File: src/rtl/dm_store_buffer_if.sv
// Bundled store, load-lookup and data-memory signals of the store buffer.
// master = MEM stage / dm side driving requests, slave = the buffer itself.
interface dm_store_buffer_if #(
    parameter int unsigned PTR_W = 2
);
    logic             st_valid;
    logic [31:0]      st_addr;
    logic [31:0]      st_data;
    logic [31:0]      st_pc;
    logic             st_ready;
    logic             ld_valid;
    logic [31:0]      ld_addr;
    logic             ld_hit;
    logic [31:0]      ld_data;
    logic             ld_stall;
    logic             dm_busy;
    logic             dm_we;
    logic [31:0]      dm_addr;
    logic [31:0]      dm_wd;
    logic [31:0]      dm_pc;
    logic [PTR_W:0]   count;

    modport master (
        output st_valid, st_addr, st_data, st_pc, ld_valid, ld_addr, dm_busy,
        input  st_ready, ld_hit, ld_data, ld_stall, dm_we, dm_addr, dm_wd, dm_pc, count
    );

    modport slave (
        input  st_valid, st_addr, st_data, st_pc, ld_valid, ld_addr, dm_busy,
        output st_ready, ld_hit, ld_data, ld_stall, dm_we, dm_addr, dm_wd, dm_pc, count
    );
endinterface

File: src/rtl/dm_store_buffer.sv
// Posted-write FIFO in front of the data memory with load lookup over buffered stores.
// Define DM_STB_FWD_EN to forward matching store data; otherwise matching loads stall.
module dm_store_buffer #(
    parameter int unsigned DEPTH = 4,
    parameter int unsigned PTR_W = 2
) (
    input  logic               clk_i,
    input  logic               rst_i,
    dm_store_buffer_if.slave   bus
);
    typedef struct packed {
        logic [29:0] addr;
        logic [31:0] data;
        logic [31:0] pc;
    } entry_t;

    localparam logic [PTR_W:0] DepthCnt = (PTR_W + 1)'(DEPTH);

    entry_t           mem_q [DEPTH];
    logic [PTR_W:0]   head_q, head_d, tail_q, tail_d;
    logic [PTR_W:0]   count;
    logic [PTR_W-1:0] head_idx, tail_idx;
    logic             full, empty, push, pop;

    // Pointers carry an extra wrap bit so full and empty stay distinguishable.
    assign count    = tail_q - head_q;
    assign full     = (count == DepthCnt);
    assign empty    = (count == '0);
    assign head_idx = head_q[PTR_W-1:0];
    assign tail_idx = tail_q[PTR_W-1:0];
    assign push     = bus.st_valid && !full;
    assign pop      = !empty && !bus.dm_busy;

    assign bus.st_ready = !full;
    assign bus.count    = count;
    assign bus.dm_we    = pop;
    assign bus.dm_addr  = {mem_q[head_idx].addr, 2'b00};
    assign bus.dm_wd    = mem_q[head_idx].data;
    assign bus.dm_pc    = mem_q[head_idx].pc;

    always_comb begin
        head_d = head_q + {{PTR_W{1'b0}}, pop};
        tail_d = tail_q + {{PTR_W{1'b0}}, push};
    end

    always_ff @(posedge clk_i or posedge rst_i) begin
        if (rst_i) begin
            head_q <= '0;
            tail_q <= '0;
        end else begin
            head_q <= head_d;
            tail_q <= tail_d;
        end
    end

    // Entry payload is never reset; only the pointers define what is valid.
    always_ff @(posedge clk_i) begin
        if (push) begin
            mem_q[tail_idx] <= '{addr: bus.st_addr[31:2], data: bus.st_data, pc: bus.st_pc};
        end
    end

    logic             match;
    logic [31:0]      fwd_data;
    logic [PTR_W:0]   k_off;
    logic [PTR_W-1:0] k_idx;

    // Walk oldest to youngest so the last hit leaves the youngest data selected.
    always_comb begin
        match    = 1'b0;
        fwd_data = '0;
        k_off    = '0;
        k_idx    = '0;
        for (int unsigned k = 0; k < DEPTH; k++) begin
            k_off = (PTR_W + 1)'(k);
            k_idx = head_idx + k_off[PTR_W-1:0];
            if ((k_off < count) && (mem_q[k_idx].addr == bus.ld_addr[31:2])) begin
                match    = 1'b1;
                fwd_data = mem_q[k_idx].data;
            end
        end
    end

`ifdef DM_STB_FWD_EN
    assign bus.ld_hit   = bus.ld_valid && match;
    assign bus.ld_data  = (bus.ld_valid && match) ? fwd_data : '0;
    assign bus.ld_stall = 1'b0;

    logic unused_bits;
    assign unused_bits = ^{bus.st_addr[1:0], bus.ld_addr[1:0]};
`else
    assign bus.ld_hit   = 1'b0;
    assign bus.ld_data  = '0;
    assign bus.ld_stall = bus.ld_valid && match;

    logic unused_bits;
    assign unused_bits = ^{bus.st_addr[1:0], bus.ld_addr[1:0], fwd_data};
`endif
endmodule

File: src/flat_wrapper.sv
// flat-port wrapper written by rule: the top's interface ports become plain ports
module dm_store_buffer_flat 
#(
    parameter int unsigned DEPTH = 4,
    parameter int unsigned PTR_W = 2
)
  (clk_i, rst_i, bus_st_valid, bus_st_addr, bus_st_data, bus_st_pc, bus_ld_valid, bus_ld_addr, bus_dm_busy, bus_st_ready, bus_ld_hit, bus_ld_data, bus_ld_stall, bus_dm_we, bus_dm_addr, bus_dm_wd, bus_dm_pc, bus_count);
  dm_store_buffer_if #(.PTR_W(PTR_W)) bus_i ();
  input  logic clk_i;
  input  logic rst_i;
  input wire logic [$bits(bus_i.st_valid)-1:0] bus_st_valid;
  input wire logic [$bits(bus_i.st_addr)-1:0] bus_st_addr;
  input wire logic [$bits(bus_i.st_data)-1:0] bus_st_data;
  input wire logic [$bits(bus_i.st_pc)-1:0] bus_st_pc;
  input wire logic [$bits(bus_i.ld_valid)-1:0] bus_ld_valid;
  input wire logic [$bits(bus_i.ld_addr)-1:0] bus_ld_addr;
  input wire logic [$bits(bus_i.dm_busy)-1:0] bus_dm_busy;
  output wire logic [$bits(bus_i.st_ready)-1:0] bus_st_ready;
  output wire logic [$bits(bus_i.ld_hit)-1:0] bus_ld_hit;
  output wire logic [$bits(bus_i.ld_data)-1:0] bus_ld_data;
  output wire logic [$bits(bus_i.ld_stall)-1:0] bus_ld_stall;
  output wire logic [$bits(bus_i.dm_we)-1:0] bus_dm_we;
  output wire logic [$bits(bus_i.dm_addr)-1:0] bus_dm_addr;
  output wire logic [$bits(bus_i.dm_wd)-1:0] bus_dm_wd;
  output wire logic [$bits(bus_i.dm_pc)-1:0] bus_dm_pc;
  output wire logic [$bits(bus_i.count)-1:0] bus_count;
  assign bus_i.st_valid = bus_st_valid;
  assign bus_i.st_addr = bus_st_addr;
  assign bus_i.st_data = bus_st_data;
  assign bus_i.st_pc = bus_st_pc;
  assign bus_i.ld_valid = bus_ld_valid;
  assign bus_i.ld_addr = bus_ld_addr;
  assign bus_i.dm_busy = bus_dm_busy;
  assign bus_st_ready = bus_i.st_ready;
  assign bus_ld_hit = bus_i.ld_hit;
  assign bus_ld_data = bus_i.ld_data;
  assign bus_ld_stall = bus_i.ld_stall;
  assign bus_dm_we = bus_i.dm_we;
  assign bus_dm_addr = bus_i.dm_addr;
  assign bus_dm_wd = bus_i.dm_wd;
  assign bus_dm_pc = bus_i.dm_pc;
  assign bus_count = bus_i.count;
  dm_store_buffer #(.DEPTH(DEPTH), .PTR_W(PTR_W)) u_core (.clk_i(clk_i), .rst_i(rst_i), .bus(bus_i));
endmodule
File: config.mk
export PLATFORM = sky130hd
export DESIGN_NAME = dm_store_buffer_flat
export DESIGN_NICKNAME = d
export VERILOG_FILES = /design/src/rtl/dm_store_buffer_if.sv /design/src/rtl/dm_store_buffer.sv /design/src/flat_wrapper.sv
export SDC_FILE = /design/constraint.sdc
export NUM_CORES = 1
export LEC_CHECK = 0
export ABC_CLOCK_PERIOD_IN_PS = 15050
export BUFFER_PORTS_ARGS = -buffer_cell sky130_fd_sc_hd__buf_4
export CAP_MARGIN = 20
export CORE_MARGIN = 4
export CORE_UTILIZATION = 60
export DETAILED_ROUTE_END_ITERATION = 6
export HOLD_SLACK_MARGIN = 0.1
export PLACE_DENSITY = 0.82
export SETUP_SLACK_MARGIN = 0.5
export SLEW_MARGIN = 30
export SYNTH_ARGS = -nofsm -noshare
export SYNTH_HDL_FRONTEND = slang
export SYNTH_SLANG_ARGS = --single-unit
File: constraint.sdc
create_clock -name clk_i -period 15.05 [get_ports clk_i]
set_input_delay 3.01 -clock clk_i [delete_from_list [all_inputs] [get_ports clk_i]]
set_output_delay 3.01 -clock clk_i [all_outputs]
set_load 0.02 [all_outputs]
; Word level (Yosys, flattened, before mapping)
; Memory sizes are Yosys's and may differ from the RTL's.
; Cells that the tools add are included.
[totals]
output_inout_bits = 135
inputBits = 133
elab_cells = 35
ram_bits = 376
n_memories = 1
reg_bits = 6
[classes]
addsub = 6
reduce_logical = 11
muxes = 6
magnitude_cmp = 4
eq_ne = 5
[mem_list]
columns = memory, depth, width, rd, rd_clocked_by_memory_dff, wr, line
row1 = u_core.mem_q, 4, 94, 4, 0, 1, dm_store_buffer.sv:19  ; entry_t mem_q [DEPTH];
[op_table]
columns = cell, count
row1 = == test 30 bit, 4
row2 = logical AND 1 bit, 7
row3 = adder 3 x 1 -> 3 bit, 2
row4 = "less-than comparator 1 x 3 -> 1 bit, first input constant", 2
row5 = "less-than comparator 2 x 3 -> 1 bit, first input constant", 2
row6 = 2-to-1 mux 1 bit, 6
row7 = "adder 2 bit, second input constant", 2
row8 = "== test 3 bit, second input constant", 1
row9 = logical NOT 1 bit, 3
row10 = logical NOT 3 bit, 1
row11 = subtractor 3 bit, 1
row12 = "adder 2 x 1 -> 2 bit, second input constant", 1

; Longest topological paths before layout
[depth]
ltp_word = 8
depth_mapped = 12
depth_no_buf = 11

; Worst setup path before layout
; Ideal clock, no wire load.
[synth_timing]
path_kind = input -> register
start = input bus_st_valid
end = memory u_core.mem_q[1][0] (netlist name), enable pin
n_path_buf = 0
setup_time_ns = 0.663
t_arrival_ns = 9.476
required_time_ns = 14.387
path_stages = 2
setup_slack_ns = 4.911
path_cell_list = nand2_1 -> nor3_1
[synth_between]
elab_chain_cells = 3
[synth_lines]
columns = item, line
row1 = from (decl), flat_wrapper.sv:11  ; input wire logic [$bits(bus_i.st_valid)-1:0] bus_st_valid;
row2 = logical AND 1 bit, dm_store_buffer.sv:31  ; assign push = bus.st_valid && !full;
row3 = 2-to-1 mux 1 bit, dm_store_buffer.sv:58  ; if (push) begin
row4 = 2-to-1 mux 1 bit (not written as such), dm_store_buffer.sv:59  ; mem_q[tail_idx] <= '{addr: bus.st_addr[31:2], data: bus.st_data, pc: bus.st_pc};
row5 = to (decl), dm_store_buffer.sv:19
; Every way passes these cells.

; Worst setup path after layout
[layout_timing]
start = input bus_ld_addr[12]
end = output bus_ld_stall
[layout_between]
elab_chain_cells = 7
word_cells_on_any_way = 13
cone_classes = eq/ne: 4 / mux: 4 / reduce/logical: 5
[layout_lines]
columns = item, line
row1 = from (decl), flat_wrapper.sv:16  ; input wire logic [$bits(bus_i.ld_addr)-1:0] bus_ld_addr;
row2 = == test 30 bit, dm_store_buffer.sv:77  ; if ((k_off < count) && (mem_q[k_idx].addr == bus.ld_addr[31:2])) begin
row3 = logical AND 1 bit, dm_store_buffer.sv:77
row4 = 2-to-1 mux 1 bit (3 in series), dm_store_buffer.sv:77
row5 = 2-to-1 mux 1 bit (*), dm_store_buffer.sv:77
row6 = logical AND 1 bit (*), dm_store_buffer.sv:94  ; assign bus.ld_stall = bus.ld_valid && match;
row7 = to (decl), flat_wrapper.sv:21  ; output wire logic [$bits(bus_i.ld_stall)-1:0] bus_ld_stall;
; Every way passes the cells marked *; elsewhere a longest branch is shown, timed or not.

==> results summary <==
The mean instance size in the synthesized netlist is 17.3 sq um. The final period utilization came out at between 50% and 60%. The relative max-transition margin came out at between 30% and 40%. STA classifies the critical path startpoint as an input port. The number of violations reported at the end of detailed-routing iteration 0 came out at just over 900. The depth of the CTS H-tree came out at 2. The path class of the tightest hold or removal check is reg2reg. The count of cells resized by post-cts repair came out at 0. The accumulated negative setup slack came out at 0 ns.

The worst hold endpoint is u_core.tail_q[2]. The tool flagged a number of max-cap violations equal to 0. The hold violation count in the final report came out at 0.

The required time of the critical path came out at approximately 12 ns. The analysis attributes to cell leakage a power of between 7 and 8 nW. The logic depth of the worst register-to-register path is 10. The routed length per instance is between 20 and 30 um.

The most used flip-flop cell after synthesis is edfxtp_1. The worst register-to-register path begins at u_core.head_q[0]. The largest single stage delay on the critical path is roughly 0.52 ns. The count of nets left with antenna violations once routing finished came out at 0. The worst hold path begins at u_core.tail_q[2]. The synthesized instance count is 1038. Summed over its instances, the top area cell type makes up 63.0% of the synthesized netlist area. The number of synthesized flops with an enable pin came out at 376. The final wirelength came out at 44800 um. The die extent in x came out at around 180 um. The run finished with clean final reports. Walking the worst path, the cells encountered are buf_4, inv_1, a22o_1, or4_4, a221oi_2, nand4_1, nor4_1, o31a_1, buf_4. The count of different cell masters after synthesis came out at between 50 and 60.

The mapped cell area came out at between 15000 and 20000 sq um. TritonCTS built the clock tree. The arrival time of the worst setup path is 5.61 ns. The signed area change from the synthesized netlist to the final layout came out at 16.8%.

For this design, the CTS-stage hold fixing added 0 buffers. Summed over all layers, the global routing overflow is 0. The maximum net fanout on the critical path came out at 6.

The kind of critical path is in2out. Counting stages on the worst path, the most repeated cell is buf_4. The slowest stage of the critical path belongs to the cell nor4_1. By area the synthesized netlist is led by edfxtp_1 63%, mux4_2 12%, mux2i_1 7.9%.

The fraction of the mapped netlist area in compound gates came out at under 10%. Sorting the synthesized cells by how often they occur yields 376 x edfxtp_1, 141 x mux2i_1, 96 x mux4_2, 52 x xnor2_1, 45 x buf_4. Buffers placed on the I/O ports in this run total approximately 230.

The async set or reset register ratio after synthesis came out at 1.57%. The number of warnings printed during yosys synthesis came out at 0. The number of placed I/O pins came out at ~270. The detailed-route DRC error count is 0. Detailed placement finished with a half-perimeter wire length of a little under 30000 um.

The full die area is approximately 33000 sq um. The number of setup buffers added after CTS is 0. The post-detailed-route via-to-cell ratio came out at between 6 and 7. Clock tree synthesis selected as its root buffer the cell clkbuf_16.

The most frequently used cell type in the post-synthesis netlist is edfxtp_1. The share of final-layout standard cells stronger than drive strength 1 came out at roughly a third. The area share of xor/xnor cells in the synthesized design is 4.59%. The register bit count reported by yosys came out at 382. The mux share of post-synthesis cell area came out at between 20% and 30%.

The row count came out at 63. The pin count of the biggest net entering global routing is between 70 and 80. Clock-pin slew was measured on the worst setup and hold paths at roughly 0.06 ns. The number of antenna violations at the first check in global routing came out at 1.

The clock buffer count from CTS is 38. The final cell count without fillers came out at approximately 1.7k. After synthesis, the largest family of logic cells by area is multiplexers. The initial core utilization is roughly 61%. For the pin with the worst max-slew slack, the measured transition is 0.915 ns.

The overall fraction of global-route tracks in use came out at a little over a quarter. The via count is approximately 10k. The later-pin clock latency in the skew report came out at ~0.53 ns.

The category of the worst setup path capture point is an output port. The clock skew after layout is approximately 0.016 ns. The worst ir drop on vdd came out at 0.142 mV.

The hold-critical path depth came out at 1. Hold is met by 0.484 ns. The first-pass GRT wire length came out at between 60000 and 70000 um. Of the total synthesized cell area, the portion taken by AND, OR, NAND and NOR gates is under 10%. Setup repair after global routing left no endpoint under its margin. Setup violations remaining at the end of the flow were counted as 0.

The total iterations of the first detailed-routing run came out at 6. After floorplanning, the core was sized to cover approximately 30000 sq um. In this run the vertical extent of the chip is roughly 180 um. The maximum clock insertion buffer count came out at 3. The adder-cell share of the synthesized area came out at less than 1%. The number of slew-limit violations in the final report is 0. Sequential elements use between 60% and 70% of the synthesized area. The fmax came out at 0.116 GHz.

The synthesized design spends more area on one cell type than any other, namely edfxtp_1. The number of global-route vias before repair came out at 10.7k. The clock period could shrink to 8.62 ns. The number of placed cells counting well taps is 1602. For this design, the sink count on the clock tree is approximately 380.

In this run the critical register-to-register path is captured at u_core.mem_q[2][9]. The routability congestion estimate is between 0.9 and 1. The number of nets in the layout is 1391. The total power per unit cell area is between 200 and 250 nW/um^2.

In this run the register-to-register setup slack is about 11 ns.
[state kept, by name (all words and copies together), names as in the netlist]
name,cells
u_core.head_q,3
u_core.mem_q,376
u_core.tail_q,3
[worst max-delay path: cells and delay by family]
| kind | cells | cell delay, ns |
|---|---|---|
| AO/OA/AOI/OAI | 3 | 0.89 |
| buffers and inverters | 3 | 0.48 |
| AND/OR/NAND/NOR | 3 | 1.22 |
[layout make-up]
cell class              instances  area (sq um)
well taps                     390           488
fillers                      1807          8620
multi-input cells             575          5910
flip-flops and latches        382         11400
clock buffers                  46           981
repair buffers                243          1840
diodes                          1          2.50
inverters                      12          45.0
clock inverters                20           225
[placed cells by master, fill, tap and decap left out, types with 5 or more instances in the layout]
cell type / synthesis / layout
o2bb2ai_1: 5 / 5
xnor2_1: 52 / 52
ha_1: 5 / 5
clkinv_2: 0 / 5
nor4_1: 14 / 14
edfxtp_1: 376 / 376
a211oi_1: 7 / 7
buf_4: 45 / 239
nand4_1: 9 / 9
clkbuf_1: 22 / 8
clkbuf_16: 0 / 38
a221oi_1: 6 / 6
inv_1: 12 / 11
nand2_1: 25 / 25
mux4_2: 96 / 96
a21oi_1: 12 / 12
nor3_1: 12 / 8
nand3_1: 6 / 6
o22ai_1: 19 / 19
conb_1: 1 / 35
nor2_1: 20 / 20
xor2_1: 42 / 42
clkinv_1: 0 / 9
a22oi_1: 6 / 6
o21ai_0: 14 / 14
mux2i_1: 141 / 141
[metrics by stage]
stage / setup WS [ns] / power [mW] / instance area [sq um] / util [%]
CTS: 6.54 / 4.71 / 20900 / 70.8
detailed placement: 6.55 / 3.77 / 19700 / 66.7
global route: 6.46 / 4.91 / 20900 / 70.8
finish: 6.43 / 4.69 / 20900 / 70.8
floorplan: 4.91 / 3.12 / 18100 / -
global placement: 6.54 / 3.74 / 19700 / 66.7
[metal layers]
metal | track usage (%) | share of wire, %
met5 | 0 | 0
met4 | 8.62 | 3.0
met3 | 8.19 | 9.9
met2 | 44.4 | 49
met1 | 35.7 | 38
[how the worst max path moves through the flow]
stage,start,endpoint,slack [ns],depth (start not counted)
3_3_place_gp,bus_ld_addr[12],bus_ld_stall,6.54,9
4_1_cts,bus_ld_addr[12],bus_ld_stall,6.54,9
5_1_grt,bus_ld_addr[12],bus_ld_stall,6.46,9
3_5_place_dp,bus_ld_addr[12],bus_ld_stall,6.55,9
2_1_floorplan,bus_st_valid,u_core.mem_q[1][0],4.91,2
6_report,bus_ld_addr[12],bus_ld_stall,6.43,9
[power breakdown]
| group | switching [mW] | total, mW | internal, mW |
|---|---|---|---|
| registers | 0.138 | 1.62 | 1.48 |
| clock network | 0.381 | 0.917 | 0.536 |
| logic | 1.26 | 2.15 | 0.893 |
[cells by family (layout without fill, tap and decap cells)]
kind of cell / count (synthesis) / count (layout)
other: 1 / 36
adders and majority gates: 6 / 6
and+or+nand+nor: 98 / 98
DFF: 382 / 382
xor gates and xnor gates: 94 / 94
muxes: 242 / 242
AOI/OAI and AO/OA: 100 / 100
buffers and inverters: 115 / 321
No activity file was read; power rests on OpenSTA's default activity.
